## config.mk

```make
export PLATFORM = sky130hd
export DESIGN_NAME = dma_peripheral_requester
export DESIGN_NICKNAME = d
export VERILOG_FILES = /design/src/rtl/dma_peripheral_requester.sv
export SDC_FILE = /design/constraint.sdc
export NUM_CORES = 1
export LEC_CHECK = 0
export ABC_AREA = 1
export CAP_MARGIN = 5
export CORE_MARGIN = 3
export CORE_UTILIZATION = 30
export DETAILED_ROUTE_END_ITERATION = 10
export PLACE_DENSITY = 0.58
export SETUP_SLACK_MARGIN = 0.1
export SLEW_MARGIN = 0
export SYNTH_ARGS = -nofsm -noshare
export SYNTH_HDL_FRONTEND = slang
export SYNTH_SLANG_ARGS = --single-unit
```

## constraint.sdc

```tcl
create_clock -name CLK -period 4.3 [get_ports CLK]
set_clock_uncertainty 0.05 [all_clocks]
set_input_delay 0.86 -clock CLK [delete_from_list [all_inputs] [get_ports CLK]]
set_output_delay 0.86 -clock CLK [all_outputs]
set_load 0.005 [all_outputs]
```

## src/rtl/dma_peripheral_requester.sv

```systemverilog
// Peripheral-side DMA initiator: buffers device bytes in a small FIFO and
// streams them to memory in bus-granted bursts of at most BURST_LEN beats.
module dma_peripheral_requester #(
  parameter int unsigned DATA_W     = 8,
  parameter int unsigned ADDR_W     = 8,
  parameter int unsigned FIFO_DEPTH = 8,
  parameter int unsigned BURST_LEN  = 4
) (
  input  logic              CLK,
  input  logic              RESET,
  input  logic              dev_valid,
  input  logic [DATA_W-1:0] dev_data,
  output logic              dev_ready,
  input  logic              cfg_start,
  input  logic [ADDR_W-1:0] cfg_base_addr,
  input  logic [7:0]        cfg_count,
  output logic              DMA_REQUEST,
  input  logic              DMA_ACK,
  output logic [DATA_W-1:0] DMA_DATA,
  output logic [ADDR_W-1:0] MEM_ADDR,
  output logic              DMA_WE,
  output logic              busy,
  output logic              done,
  output logic [7:0]        remaining
);

  localparam int unsigned PTR_W  = $clog2(FIFO_DEPTH);
  localparam int unsigned CNT_W  = PTR_W + 1;
  localparam int unsigned BEAT_W = $clog2(BURST_LEN + 1);
  localparam int unsigned REM_W  = 8;

  typedef enum logic [2:0] {
    IDLE, WAIT_DATA, REQ, XFER, RELEASE, DONE
  } state_t;

  state_t              state;
  logic [DATA_W-1:0]   mem [FIFO_DEPTH];
  logic [PTR_W-1:0]    wr_ptr;
  logic [PTR_W-1:0]    rd_ptr;
  logic [CNT_W-1:0]    fifo_count;
  logic [ADDR_W-1:0]   addr;
  logic [BEAT_W-1:0]   beats_left;
  logic                full;
  logic                push;
  logic                pop;
  logic [REM_W-1:0]    burst_n;

  assign full      = (fifo_count == CNT_W'(FIFO_DEPTH));
  assign dev_ready = !full;
  assign push      = dev_valid && !full;
  // A beat is issued (and the FIFO popped) only while holding the bus and granted
  assign pop       = ((state == REQ) || (state == XFER)) && DMA_ACK && (beats_left != '0);
  assign burst_n   = (remaining < REM_W'(BURST_LEN)) ? remaining : REM_W'(BURST_LEN);

  // FIFO storage, no reset needed: occupancy is tracked by the pointers
  always_ff @(posedge CLK) begin
    if (push) mem[wr_ptr] <= dev_data;
  end

  // Control FSM, FIFO pointers and registered bus outputs
  always_ff @(posedge CLK or posedge RESET) begin
    if (RESET) begin
      state       <= IDLE;
      wr_ptr      <= '0;
      rd_ptr      <= '0;
      fifo_count  <= '0;
      addr        <= '0;
      beats_left  <= '0;
      DMA_REQUEST <= 1'b0;
      DMA_DATA    <= '0;
      MEM_ADDR    <= '0;
      DMA_WE      <= 1'b0;
      busy        <= 1'b0;
      done        <= 1'b0;
      remaining   <= '0;
    end else begin
      DMA_WE <= 1'b0;
      done   <= 1'b0;

      if (push) wr_ptr <= wr_ptr + PTR_W'(1);
      if (pop)  rd_ptr <= rd_ptr + PTR_W'(1);
      case ({push, pop})
        2'b10:   fifo_count <= fifo_count + CNT_W'(1);
        2'b01:   fifo_count <= fifo_count - CNT_W'(1);
        default: ;
      endcase

      unique case (state)
        IDLE: begin
          if (cfg_start) begin
            addr      <= cfg_base_addr;
            remaining <= cfg_count;
            busy      <= 1'b1;
            if (cfg_count == '0) begin
              state <= DONE;
              done  <= 1'b1;
            end else begin
              state <= WAIT_DATA;
            end
          end
        end
        WAIT_DATA: begin
          // Only request the bus once the whole burst is already buffered
          if (REM_W'(fifo_count) >= burst_n) begin
            DMA_REQUEST <= 1'b1;
            beats_left  <= BEAT_W'(burst_n);
            state       <= REQ;
          end
        end
        REQ, XFER: begin
          if (pop) begin
            DMA_WE     <= 1'b1;
            DMA_DATA   <= mem[rd_ptr];
            MEM_ADDR   <= addr;
            addr       <= addr + ADDR_W'(1);
            remaining  <= remaining - REM_W'(1);
            beats_left <= beats_left - BEAT_W'(1);
            if (beats_left == BEAT_W'(1)) begin
              DMA_REQUEST <= 1'b0;
              state       <= RELEASE;
            end else begin
              state <= XFER;
            end
          end
        end
        RELEASE: begin
          if (!DMA_ACK) begin
            if (remaining != '0) begin
              state <= WAIT_DATA;
            end else begin
              state <= DONE;
              done  <= 1'b1;
            end
          end
        end
        DONE: begin
          busy  <= 1'b0;
          state <= IDLE;
        end
        default: state <= IDLE;
      endcase
    end
  end

endmodule

```

# Yosys cells after proc, flatten, opt, wreduce, memory -nomap -nowiden
# Memory sizes are Yosys's and may differ from the RTL's. A register that Yosys moved wholly into a read port is not among the register bits.
# Index checks and enable logic that the tools add are counted.
[op_classes]
n_addsub = 7
n_lt_le_gt_ge = 2
eq_ne = 14
n_mux = 34
reduce_logical = 20
[op_table]
columns = ["operator", "n"]
rows = [
  ["$mux W8", 5],
  ["$pmux W8 S2", 2],
  ["$mux W3", 9],
  ["$mux W1", 12],
  ["$pmux W3 S4", 1],
  ["$ne A2 B2 Y1 const B", 5],
  ["$add A8 B1 Y8 const B", 1],
  ["$ge A4 B8 Y1", 1],
  ["$logic_not A8 Y1", 1],
  ["$lt A8 B3 Y1 const B", 1],
  ["$pmux W4 S2", 1],
  ["$reduce_and A4 Y1", 2],
  ["$reduce_bool A2 Y1", 4],
  ["$reduce_bool A8 Y1", 1],
  ["$sub A8 B1 Y8 const B", 1],
  ["$add A3 B1 Y3 const B", 2],
  ["$eq A3 B1 Y1 const B", 2],
  ["$eq A3 B2 Y1 const B", 2],
  ["$eq A3 B3 Y1 const B", 2],
  ["$pmux W1 S2", 3],
  ["$pmux W3 S2", 1],
  ["$reduce_and A3 Y1", 2],
  ["$add A4 B1 Y4 const B", 1],
  ["$eq A4 B4 Y1 const B", 1],
  ["other kinds (11)", 14],
]
[totals]
register_bits = 44
ram_bits = 64
inputBits = 29
out_inout_bits = 29
word_cells = 90
mem_count = 1
[memory_table]
columns = ["memory", "depth", "word_bits", "rd", "rd_clocked_by_memory_dff", "write_ports", "line", "source"]
rows = [
  ["mem", 8, 8, 1, 1, 1, "37", "logic [DATA_W-1:0] mem [FIFO_DEPTH];"],
]

# Longest topological paths before layout
[logic_depth]
depth_word = 6
mapped_depth = 13
ltp_nobuf = 13

# Worst setup path after synthesis
# OpenSTA, ideal clock, no wires.
[synth_path]
path_kind = "input to register"
from = "in DMA_ACK"
to = "reg fifo_count[3]"
setup_ns = 0.116
arrival_time_ns = 2.250
required_ns = 4.134
path_slack_ns = 1.883
cell_stages = 10
n_path_buf = 1
path_cell_list = "nand3_4 -> clkbuf_1 -> inv_1 -> ha_1 -> ha_1 -> a21oi_1 -> nand2_1 -> xnor2_1 -> nand2_1 -> nand2_1"
[synth_between]
elab_chain_cells = 4
elab_cells_between_ends = 6
classes_between = "eq/ne: 2; mux: 1; reduce/logical: 3"
[synth_rtl]
columns = ["element", "line", "source"]
rows = [
  ["start: declaration", "18", "input logic DMA_ACK,"],
  ["$logic_and A1 B1 Y1 * (2 in a row)", "52", "assign pop = ((state == REQ) || (state == XFER)) && DMA_ACK && (beats_left != '0);"],
  ["named net pop", "45", "logic pop;"],
  ["$eq A2 B1 Y1 / $eq A2 B2 Y1 (equally long branches)", "82", "case ({push, pop})"],
  ["$pmux W4 S2 / $reduce_bool A2 Y1 (equally long branches)", "n/a", ""],
  ["end signal: assignment", "83", "2'b10: fifo_count <= fifo_count + CNT_W'(1);"],
  ["end signal: assignment", "84", "2'b01: fifo_count <= fifo_count - CNT_W'(1);"],
  ["end: declaration", "40", "logic [CNT_W-1:0] fifo_count;"],
]
# The timed path passes the listed nets; every way through them passes the cells marked *.
# A chain may end at the register's enable or synchronous reset.

# Worst setup path after layout
[layout_path]
from = "reg state[1]"
to = "reg fifo_count[3]"
[layout_between]
elab_chain_cells = 6
elab_cells_between_ends = 9
classes_between = "eq/ne: 4; mux: 1; reduce/logical: 4"
[layout_rtl]
columns = ["element", "line", "source"]
rows = [
  ["start: declaration", "36", "state_t state;"],
  ["start signal: assignment", "63", "state <= IDLE;"],
  ["start signal: assignment", "95", "state <= DONE;"],
  ["start signal: assignment", "98", "state <= WAIT_DATA;"],
  ["$eq A3 B2 Y1", "52", ""],
  ["$logic_or A1 B1 Y1 *", "52", ""],
  ["$logic_and A1 B1 Y1 * (2 in a row)", "52", ""],
  ["named net pop", "45", ""],
  ["$eq A2 B1 Y1 / $eq A2 B2 Y1 (equally long branches)", "82", ""],
  ["$pmux W4 S2 / $reduce_bool A2 Y1 (equally long branches)", "n/a", ""],
]
# Marks and branches as above.

==> results.md <==
- Status: completed
- Rows: 48
- GPL Wtd Cong: 0.797
- Number of global-route vias before repair: 4238
- Prevailing post-synth register cell: edfxtp_1
- CTS root buffer: clkbuf_16
- Synth warnings: 0
- Die ar.: 0.0199 mm2
- DRT Pass-1 Iters: 4
- Antenna Nets Post-Route: 0
- Max Root-Sink Buffers: 2
- Worst-Margin Slew: 0.912 ns
- Gr usage total: 0.134
- # IOs: 58
- Chip height: 141 um
- Largest net degree at the start of global routing: 35
- Top post-synthesis cells by area: edfxtp_1, dfrtp_1, nand2_1
- Worst setup SP type: flop
- Largest stage delay, worst path: 0.57 ns
- Critical path endpoint category: flop
- Count of different cell masters after synthesis: 31
- Max Clock Freq: 0.335 GHz
- Yosys top cell area share: 0.352
- Cell taking the most area after synthesis: edfxtp_1
- CP cell instances: inv_2, nor2_4, nand3_4, inv_1, ha_1, ha_1, a21oi_1, nand2_1, xnor2_1, nand2_1, nand2_1
- Max Transition Viols Final: 0
- RSZ-0062 raised after global routing: no
- Hold-fix buffers, CTS: 0
- Post-route clock period utilization: 0.695
- Clock-pin slew on the worst setup and hold paths: 0.06 ns
- Vias: 4134
- Total negative slack: 0 ns
- P_leak: 2.83 nW
- Mapped Avg Cell Area: 9.33 um2
- Syn Std Cell Area: 0.00547 mm2
- Cell repeated most along the worst path: nand2_1
- Area delta synth->final: 24.4%
- # H-tree levels: 4
- Core area: 0.0175 mm2
- Hold_ws: 0.427 ns
- Die X-Extent: 141 um
- Synth cell count leaders: nand2_1, nor2_1, edfxtp_1
- Via-to-Cell Ratio: 4.69
- Critical path fanouts, max: 33
- Syn nets: 630
- Max_cap viols: 0
- Final WL: 12.5 mm
- Cells after Synth: 586
- Layout Cells excl Fill: 881
- Worst Path Required: 4.55 ns
- Number of antenna diodes: 0
- Nets: 688
- EDFF count, synth: 64
- Post-CTS Repair Setup Buffers: 0
- DR WL/cell: 14.2 um
- Final Critical Period: 2.99 ns
- Initial antenna violation count: 0
- Initial DRC Count: 185
- Worst Setup Path Type: flop to flop
- Worst-path cell with the longest stage delay: nor2_4
- Cell with the most instances after synthesis: nand2_1
- Pwr Density: 768 mW/mm2
- CTS tree: built
- Share of layout cells above drive strength 1: 0.0701
- Hold crit path type: flop to flop
- Worst VDD drop: 0.353 mV
- Total Power: 0.00522 W
- Post-synthesis async set-or-reset flop share: 0.448
- Clock Sinks: 116
- Post-detail-place hpwl: 8.67 mm
- Starting Density: 0.312
- WP data arrival: 3.24 ns
- IO buf count: 57
- GR Overflow Total: 0
- # DRC: 0
- Slew HR: 0.392
- Fin. Hold Viols: 0
- First-pass GRT wire length: 21.1 mm
- Total CTS buffers: 17
- Number of setup violations in the final report: 0
- Cell count after placement: 850
- Clock Latency Late Sink: 0.41 ns
- Number of synthesized register bits: 116
- Sequential area share after synthesis: 0.590
- PostCTS Resize Cnt: 0
## per-layer routing
metal  vias up  GRT usage  share of wire
met4         0     0.0576          0.020
met1      1952      0.168           0.44
met3        18     0.0356          0.041
met5         -          0              0
li1       2065          -              -
met2        99      0.220           0.50
## critical path, delay by kind of cell (launching register included)
family | cells | cell delay (ns)
AND/OR/NAND/NOR | 5 | 1.23
adder cells (fa/ha/maj) | 2 | 0.56
flip-flops | 1 | 0.45
buffers and inverters | 2 | 0.24
AO/OA/AOI/OAI | 1 | 0.21
XOR/XNOR | 1 | 0.14
## state kept, by name (all words and copies together), names as in the netlist
register     cells
state            3
mem             64
beats_left       3
fifo_count       4
MEM_ADDR         8
wr_ptr           3
rd_ptr           3
busy             1
remaining        8
DMA_DATA         8
addr             8
DMA_WE           1
done             1
DMA_REQUEST      1
## kinds of logic after synthesis
family                   Yosys count  share of synthesized area
adder cells (fa/ha/maj)           15                     0.0357
buffers and inverters             68                     0.0524
AO/OA/AOI/OAI                     87                     0.0872
other                              1                   0.000686
AND/OR/NAND/NOR                  292                      0.223
flip-flops                       116                      0.590
XOR/XNOR                           7                     0.0112
## worst paths after layout
path / cells past startpoint / start / slack (ns) / endpoint
min: 2 / DMA_DATA[4] / 0.43 / DMA_DATA[4]
min in group asynchronous: 2 / RESET / 0.82 / DMA_WE
max in group asynchronous: 3 / RESET / 2.62 / rd_ptr[0]
max reg2reg: 11 / state[1] / 1.31 / fifo_count[3]
min reg2reg: 2 / DMA_DATA[4] / 0.43 / DMA_DATA[4]
max: 11 / state[1] / 1.31 / fifo_count[3]
## report_power, final
group	total, W	internal, W	switching, W
clock network	0.00137	0.000902	0.000469
logic	0.00206	0.000799	0.00126
registers	0.00179	0.00152	0.000275
total	0.00522	0.00322	0.00200
## area by class of cell
cell class              count  area [um2]
clock inverters            10         134
repair buffers             59         586
flip-flops and latches    116        3220
inverters                  48         180
clock buffers              21         440
fillers                  1734       10700
well taps                 225         282
multi-input cells         402        1960
## metrics by stage
| step | setup WS [ns] | utilization | instance area (um2) |
|---|---|---|---|
| floorplan | 1.88 | - | 5470 |
| finish | 1.31 | 0.388 | 6800 |
| global route | 1.09 | 0.388 | 6800 |
| global placement | 1.26 | 0.355 | 6230 |
| detailed placement | 1.11 | 0.355 | 6230 |
| CTS | 1.33 | 0.388 | 6800 |
## placed cells by master (no fill, tap or decap), drive strengths merged
master / n
nand2: 129
bufinv: 3
or2: 4
dfrtp: 52
conb: 1
clkbuf: 21
inv: 46
nand3: 45
xor2: 4
buf: 2
edfxtp: 64
clkdlybuf4s50: 57
a22o: 1
clkinvlp: 1
xnor2: 3
nand4: 5
a21oi: 11
o211ai: 12
clkinv: 8
o21ai: 63
ha: 14
nor2: 109
fa: 1
No activity file was read; power rests on OpenSTA's default activity.
